<file path="config.mk">
export PLATFORM = sky130hd
export DESIGN_NAME = osc_div_gen
export DESIGN_NICKNAME = d
export VERILOG_FILES = /design/src/rtl/osc_div_pkg.sv /design/src/rtl/osc_div_ch.sv /design/src/rtl/osc_div_gen.sv
export SDC_FILE = /design/constraint.sdc
export NUM_CORES = 1
export LEC_CHECK = 0
export ABC_CLOCK_PERIOD_IN_PS = 3900
export BUFFER_PORTS_ARGS = -buffer_cell sky130_fd_sc_hd__buf_2
export CORE_MARGIN = 5
export CORE_UTILIZATION = 40
export CTS_CLUSTER_DIAMETER = 60
export DETAILED_ROUTE_END_ITERATION = 12
export GPL_TIMING_DRIVEN = 0
export SYNTH_ARGS = -nofsm -noshare
export SYNTH_HDL_FRONTEND = slang
export SYNTH_SLANG_ARGS = --single-unit
</file>
<file path="constraint.sdc">
create_clock -name clk -period 3.9 [get_ports clk]
set_input_delay 0 -clock clk [delete_from_list [all_inputs] [get_ports clk]]
set_output_delay 0 -clock clk [all_outputs]
set_load 0.005 [all_outputs]
</file>
<file path="src/rtl/osc_div_pkg.sv">
// Shared types and default constants for the oscillator divider generator.
package osc_div_pkg;

   localparam int unsigned DEF_DIV_W   = 16;
   localparam int unsigned DEF_RST_DIV = 3;

   // Per-channel operating state: stopped, running, running with a queued update.
   typedef enum logic [1:0] {
      ST_OFF  = 2'd0,
      ST_RUN  = 2'd1,
      ST_PEND = 2'd2
   } ch_state_e;

endpackage

</file>
<file path="src/rtl/osc_div_ch.sv">
// One divider channel: period counter, shadow config register and update FSM.
// Optional square-wave output built only when OSC_DIV_GEN_CLKOUT_EN is defined.
module osc_div_ch
   import osc_div_pkg::*;
#(
   parameter int unsigned DIV_W   = DEF_DIV_W,
   parameter int unsigned RST_DIV = DEF_RST_DIV
) (
   input  logic             clk,
   input  logic             rst_n,
   input  logic             wr_i,
   input  logic [DIV_W-1:0] wr_div_i,
   input  logic             wr_en_i,
   input  logic             sync_i,
   output logic             pend_o,
   output logic             tick_o,
   output logic             div_clk_o
);

   localparam int unsigned      HW      = DIV_W + 1;
   localparam logic [DIV_W-1:0] RST_EFF = (RST_DIV == 0) ? DIV_W'(1) : DIV_W'(RST_DIV);

   // A divide value of zero behaves as divide-by-one.
   function automatic logic [DIV_W-1:0] eff_div(input logic [DIV_W-1:0] d);
      return (d == '0) ? DIV_W'(1) : d;
   endfunction

   ch_state_e        state_q, state_d;
   logic [DIV_W-1:0] div_q, div_d;
   logic [DIV_W-1:0] cnt_q, cnt_d;
   logic [DIV_W-1:0] shd_div_q, shd_div_d;
   logic             shd_en_q, shd_en_d;
   logic             tick_q, tick_d;
   logic             wrap_c;
   logic             ld_c;
   logic [DIV_W-1:0] ld_div_c;
   logic             ld_en_c;

   assign wrap_c = (state_q != ST_OFF) && (cnt_q == (div_q - DIV_W'(1)));

   // Next-state: count, queue updates while running, apply them on wrap or sync.
   always_comb begin
      state_d   = state_q;
      div_d     = div_q;
      cnt_d     = cnt_q;
      shd_div_d = shd_div_q;
      shd_en_d  = shd_en_q;
      ld_c      = 1'b0;
      ld_div_c  = shd_div_q;
      ld_en_c   = shd_en_q;
      if (wr_i) begin
         shd_div_d = wr_div_i;
         shd_en_d  = wr_en_i;
      end
      case (state_q)
         ST_OFF: begin
            if (wr_i && wr_en_i) begin
               ld_c     = 1'b1;
               ld_div_c = wr_div_i;
               ld_en_c  = 1'b1;
            end
         end
         ST_RUN: begin
            cnt_d = wrap_c ? '0 : cnt_q + DIV_W'(1);
            if (sync_i) begin
               cnt_d = '0;
               if (wr_i) begin
                  ld_c     = 1'b1;
                  ld_div_c = wr_div_i;
                  ld_en_c  = wr_en_i;
               end
            end else if (wr_i) begin
               state_d = ST_PEND;
            end
         end
         ST_PEND: begin
            cnt_d = wrap_c ? '0 : cnt_q + DIV_W'(1);
            if (sync_i || wrap_c) begin
               ld_c = 1'b1;
            end
         end
         default: state_d = ST_RUN;
      endcase
      if (ld_c) begin
         state_d = ld_en_c ? ST_RUN : ST_OFF;
         div_d   = eff_div(ld_div_c);
         cnt_d   = '0;
      end
      tick_d = wrap_c && !sync_i && (state_d != ST_OFF);
   end

   // Channel state registers.
   always_ff @(posedge clk or negedge rst_n) begin
      if (!rst_n) begin
         state_q   <= ST_RUN;
         div_q     <= RST_EFF;
         cnt_q     <= '0;
         shd_div_q <= '0;
         shd_en_q  <= 1'b0;
         tick_q    <= 1'b0;
      end else begin
         state_q   <= state_d;
         div_q     <= div_d;
         cnt_q     <= cnt_d;
         shd_div_q <= shd_div_d;
         shd_en_q  <= shd_en_d;
         tick_q    <= tick_d;
      end
   end

   assign pend_o = (state_q == ST_PEND);
   assign tick_o = tick_q;

`ifdef OSC_DIV_GEN_CLKOUT_EN
   logic [HW-1:0] half_c;
   logic          dclk_q, dclk_d;

   assign half_c = ({1'b0, div_d} + HW'(1)) >> 1;
   assign dclk_d = (state_d != ST_OFF) && ({1'b0, cnt_d} < half_c);

   // Square wave: high for the first ceil(D/2) counts of each period.
   always_ff @(posedge clk or negedge rst_n) begin
      if (!rst_n) begin
         dclk_q <= 1'b0;
      end else begin
         dclk_q <= dclk_d;
      end
   end

   assign div_clk_o = dclk_q;
`else
   assign div_clk_o = 1'b0;
`endif

endmodule

</file>
<file path="src/rtl/osc_div_gen.sv">
// Multi-channel clock divider: config decode, ready mux and sync fan-out.
// Square-wave outputs are present only when OSC_DIV_GEN_CLKOUT_EN is defined.
module osc_div_gen
   import osc_div_pkg::*;
#(
   parameter int unsigned NUM_CH  = 4,
   parameter int unsigned DIV_W   = DEF_DIV_W,
   parameter int unsigned RST_DIV = DEF_RST_DIV,
   localparam int unsigned CH_W   = (NUM_CH > 1) ? $clog2(NUM_CH) : 1
) (
   input  logic              clk,
   input  logic              rst_n,
   input  logic              cfg_valid,
   output logic              cfg_ready,
   input  logic [CH_W-1:0]   cfg_ch,
   input  logic [DIV_W-1:0]  cfg_div,
   input  logic              cfg_en,
   input  logic              sync_i,
   output logic [NUM_CH-1:0] tick_o,
   output logic [NUM_CH-1:0] div_clk_o
);

   logic [NUM_CH-1:0] ch_pend;
   logic              xfer_c;

   // Back-pressure only when the addressed channel still holds a queued update.
   always_comb begin
      cfg_ready = 1'b1;
      for (int unsigned n = 0; n < NUM_CH; n++) begin
         if ((cfg_ch == CH_W'(n)) && ch_pend[n]) begin
            cfg_ready = 1'b0;
         end
      end
   end

   assign xfer_c = cfg_valid && cfg_ready;

   // One divider per channel; out-of-range channel writes reach no instance.
   for (genvar n = 0; n < NUM_CH; n++) begin : g_ch
      osc_div_ch #(
         .DIV_W   (DIV_W),
         .RST_DIV (RST_DIV)
      ) u_ch (
         .clk       (clk),
         .rst_n     (rst_n),
         .wr_i      (xfer_c && (cfg_ch == CH_W'(n))),
         .wr_div_i  (cfg_div),
         .wr_en_i   (cfg_en),
         .sync_i    (sync_i),
         .pend_o    (ch_pend[n]),
         .tick_o    (tick_o[n]),
         .div_clk_o (div_clk_o[n])
      );
   end

endmodule
</file>
==> impl_results.md <==
- Clock tree from TritonCTS: built
- Number of global-route vias before repair: between 10k and 15k
- Maximum number of pins on one net before global-route repair: 81
- CP Max Fanout: 10
- Area share of the largest cell type after synthesis: 0.387
- Final wirelength: 32.8 mm
- Fin. Hold Viols: 2
- Mean instance size in the synthesized netlist: roughly 9.4 sq um
- Quantity of I/O buffers inserted on ports: 9
- GRT met2 Usage: 0.291
- I/O pin count: 32
- Floorplan core area: 31400 sq um
- Number of max-slew violations in the final report: 0
- Nature of the critical path endpoint: flop
- Final layout net count: between 1k and 1.5k
- Setup violation total in the final timing report: 0
- Initial antenna violation count: 1
- Required time of the critical path: about 4300 ps
- Total number of H-tree levels: 1
- Element type at the critical path start: flop
- Drt first pass iters: 5
- Number of synthesized flops with an enable pin: 0
- Worst Setup Slack post-DPL: 118 ps
- Power per cell area: slightly below 600 nW/um^2
- Final period demand of the worst path: between 3000 and 4000 ps
- Global-route wire length before repair: between 50 and 60 mm
- Warnings, synthesis: 0
- Gate count of the mapped netlist: 1355
- Cell taking the most area after synthesis: sky130_fd_sc_hd__dfrtp_1
- Area growth syn-to-layout: 11.7%
- Number of clock buffers inserted by TritonCTS: 25
- CTS Root Cell: sky130_fd_sc_hd__clkbuf_16
- Pin slew with the least headroom to its limit: between 1000 and 1500 ps
- Grt met1 use: 0.265
- Via/cell ratio: approximately 5.7
- Peak clock frequency supported by timing: about 280 MHz
- Horizontal die dimension: between 150 and 200 microns
- Clock Pin Slew Worst Setup and Hold Paths: roughly 60 ps
- Post-CTS setup buffer count: 0
- Post-placement cell area: between 10000 and 15000 sq um
- Count of filler cells inserted in the layout: about 3.0k
- Share of post-route cells with drive strength above 1: 0.145
- #FFs+latches synth: ~210
- Post-route insts no fill: 1821
- Placed cell count: 1771
- Final setup slack of the worst path: roughly 360 ps
- Routing usage on met3: 0.0225
- Vias after detailed routing: ~10k
- Area contributors post-synth: sky130_fd_sc_hd__dfrtp_1, sky130_fd_sc_hd__mux2_2, sky130_fd_sc_hd__xnor2_1
- Final hold slack: -16.7 ps
- Area of all sequential standard cells: approximately 5200 sq um
- Detailed router's first-iteration violation count: a little under 800
- Largest vdd supply drop: 0.319 mV
- End-of-flow core utilization: 0.451
- Routability-driven placement congestion ratio: around 0.86
- Worst rel slew slack: 0.185
- Critical path class: reg -> reg
- Design area: roughly 14000 sq um
- Failing checks: hold timing
- Area enclosed by the die boundary: around 35000 sq um
- Combined area of all synthesized cells: between 10000 and 15000 sq um
- Register area share after synthesis: 0.412
- Data arrival time of the critical path: around 3900 ps
- # Max-Cap Violations: 0
- Worst-Skew Late Latency: between 500 and 600 ps
- Remaining number of nets flagged by the antenna check after routing: 0
- CTS max path bufs: 3
- Static power due to leakage: 0.00560 uW
- Status: complete, but fails checks
- Routed len/inst: between 15 and 20 microns
- Grt peak-use layer: met2
- Unrepaired setup endpoints after global routing: no
- Clock sink count: roughly 210
- Footprint of the multi-input gates: about 7000 sq um
- Half-perimeter wire length of the detailed placement result: 23.6 mm
- Final worst path period share: 0.907
- Clk_skew: ~12 ps
- Reg2reg end: g_ch[1].u_ch.cnt_q[13]
- Distinct cells, synth: 83
- DRC viols: 0
- Top_reg_cell synth: sky130_fd_sc_hd__dfrtp_1
- Number of cell instances on the worst register-to-register path: 11
- DIE HEIGHT: about 190 microns
- Row count: 65
- Internal reg-to-reg setup slack: ~360 ps
- Global-route usage over all layers: 0.184
- Share of synthesized flip-flops with an asynchronous set or reset: 1.00
- Worst hold path type: in -> async
- Initial standard-cell utilization of the core: 0.404
- GRT Residual Overflow: 0
- Beginning of the worst register-to-register path: g_ch[1].u_ch.div_q[0]
[where the power goes]
part	internal, uW	switching [uW]	leakage [uW]	total, uW
registers	2720	649	0.00258	3370
clock network	1390	902	0.000380	2290
logic	1230	1520	0.00264	2740
[stage by stage]
step / hold WS [ps] / power (uW) / TNS, ps
after detailed placement: -38.7 / 6120 / 0
after global placement: 352 / 6030 / -164840
after CTS: 5.73 / 8470 / 0
final: -16.7 / 8410 / 0
after global routing: 31.1 / 8970 / 0
after floorplan: -296 / 5370 / 0
[area by class of cell]
cell class / instances / area share
Multi-Input combinational cell: 1008 / 0.483
Clock inverter: 4 / 0.00530
Sequential cell: 208 / 0.369
Buffer: 92 / 0.0314
Timing Repair Buffer: 16 / 0.0113
Clock buffer: 41 / 0.0512
Tap cell: 402 / 0.0355
Inverter: 49 / 0.0130
Antenna cell: 1 / 0.000177
[placed cells by master (no fill, tap or decap), types with 16 or more instances in the layout]
cell                        netlist  final
sky130_fd_sc_hd__a21oi_1         65     65
sky130_fd_sc_hd__a22oi_1         17     17
sky130_fd_sc_hd__a31oi_1         39     39
sky130_fd_sc_hd__and3_1          16     16
sky130_fd_sc_hd__buf_2           19     27
sky130_fd_sc_hd__clkbuf_1        46     57
sky130_fd_sc_hd__clkbuf_16        0     25
sky130_fd_sc_hd__dfrtp_1        196    196
sky130_fd_sc_hd__inv_1           49     49
sky130_fd_sc_hd__mux2_2          85     85
sky130_fd_sc_hd__mux2i_1         41     41
sky130_fd_sc_hd__nand2_1         97     97
sky130_fd_sc_hd__nand3_1         67     67
sky130_fd_sc_hd__nand4_1         18     18
sky130_fd_sc_hd__nor2_1          95     95
sky130_fd_sc_hd__nor3_1          44     44
sky130_fd_sc_hd__nor4_1          37     36
sky130_fd_sc_hd__o21ai_0         61     61
sky130_fd_sc_hd__or3_1           26     26
sky130_fd_sc_hd__or4_1           18     18
sky130_fd_sc_hd__xnor2_1         53     53
sky130_fd_sc_hd__xor2_1          32     32
[kinds of logic (layout without fill, tap and decap cells)]
kind of cell | after synthesis | after routing | synth area share
adder cells (fa/ha/maj) | 8 | 8 | 0.00790
XOR/XNOR | 85 | 85 | 0.0587
AND/OR/NAND/NOR | 496 | 496 | 0.208
flip-flops | 208 | 208 | 0.412
AO/OA/AOI/OAI | 278 | 278 | 0.145
buffers and inverters | 142 | 202 | 0.0498
multiplexers | 137 | 137 | 0.118
other | 1 | 5 | 0.000296
[routing by layer]
layer	up-vias	part of all wire
li1	5035	-
met1	5096	0.48
met2	231	0.45
met3	63	0.039
met4	0	0.029
met5	-	0
[worst max-delay path by stage]
| stage | endpoint | start | cells after the start |
|---|---|---|---|
| after CTS | g_ch[0].u_ch.div_q[15] | g_ch[0].u_ch.div_q[0] | 13 |
| final | g_ch[1].u_ch.cnt_q[13] | g_ch[1].u_ch.div_q[0] | 11 |
| after detailed placement | g_ch[0].u_ch.cnt_q[2] | g_ch[0].u_ch.div_q[0] | 12 |
| after floorplan | g_ch[0].u_ch.cnt_q[8] | g_ch[0].u_ch.div_q[0] | 11 |
| after global routing | g_ch[0].u_ch.div_q[15] | g_ch[0].u_ch.div_q[5] | 10 |
| after global placement | g_ch[2].u_ch.cnt_q[15] | rst_n | 1 |
[synth_stat cells (7+ instances only)]
library cell / n
sky130_fd_sc_hd__nand2b_1: 10
sky130_fd_sc_hd__mux2_2: 85
sky130_fd_sc_hd__or2_2: 9
sky130_fd_sc_hd__mux2i_1: 41
sky130_fd_sc_hd__a21oi_1: 65
sky130_fd_sc_hd__buf_1: 13
sky130_fd_sc_hd__xor2_1: 32
sky130_fd_sc_hd__buf_4: 10
sky130_fd_sc_hd__nand3_1: 67
sky130_fd_sc_hd__inv_1: 49
sky130_fd_sc_hd__nor2b_1: 10
sky130_fd_sc_hd__buf_2: 19
sky130_fd_sc_hd__ha_1: 8
sky130_fd_sc_hd__dfrtp_1: 196
sky130_fd_sc_hd__a31oi_1: 39
sky130_fd_sc_hd__nor4_1: 37
sky130_fd_sc_hd__nor3_1: 44
sky130_fd_sc_hd__and3_1: 16
sky130_fd_sc_hd__clkbuf_1: 46
sky130_fd_sc_hd__nor3b_1: 9
sky130_fd_sc_hd__o21ai_0: 61
sky130_fd_sc_hd__nand2_1: 97
sky130_fd_sc_hd__nand3b_1: 8
sky130_fd_sc_hd__nor2_1: 95
sky130_fd_sc_hd__dfstp_2: 12
sky130_fd_sc_hd__a22oi_1: 17
sky130_fd_sc_hd__or4_1: 18
sky130_fd_sc_hd__xnor2_1: 53
sky130_fd_sc_hd__o211ai_1: 7
sky130_fd_sc_hd__mux2_1: 11
sky130_fd_sc_hd__a21o_1: 11
sky130_fd_sc_hd__or3_1: 26
sky130_fd_sc_hd__nand4_1: 18
[worst max-delay path, stage by stage (launching register included)]
cell	delay (ps)
sky130_fd_sc_hd__dfstp_2	400
sky130_fd_sc_hd__inv_1	110
sky130_fd_sc_hd__ha_1	240
sky130_fd_sc_hd__or3b_2	510
sky130_fd_sc_hd__or4_1	530
sky130_fd_sc_hd__xnor2_1	160
sky130_fd_sc_hd__nor4_1	340
sky130_fd_sc_hd__o2111ai_2	360
sky130_fd_sc_hd__nand2_2	280
sky130_fd_sc_hd__buf_2	260
sky130_fd_sc_hd__nor3b_1	80
sky130_fd_sc_hd__a21o_1	160
[flip-flops by register name, indices dropped and copies added, names as in the netlist]
| signal | count |
|---|---|
| g_ch.u_ch.state_q | 8 |
| g_ch.u_ch.tick_o | 4 |
| g_ch.u_ch.shd_div_q | 64 |
| g_ch.u_ch.div_q | 64 |
| g_ch.u_ch.cnt_q | 64 |
| g_ch.u_ch.shd_en_q | 4 |
[timing repair]
| action | 4_1_cts | 5_1_grt |
|---|---|---|
| endpoints found under the setup margin | 0 | 21 |
| hold endpoints to repair | 209 | 0 |
| hold buffers | 5 | 0 |
| resized for setup | 0 | 2 |
Power figures use the tool's default switching activity.
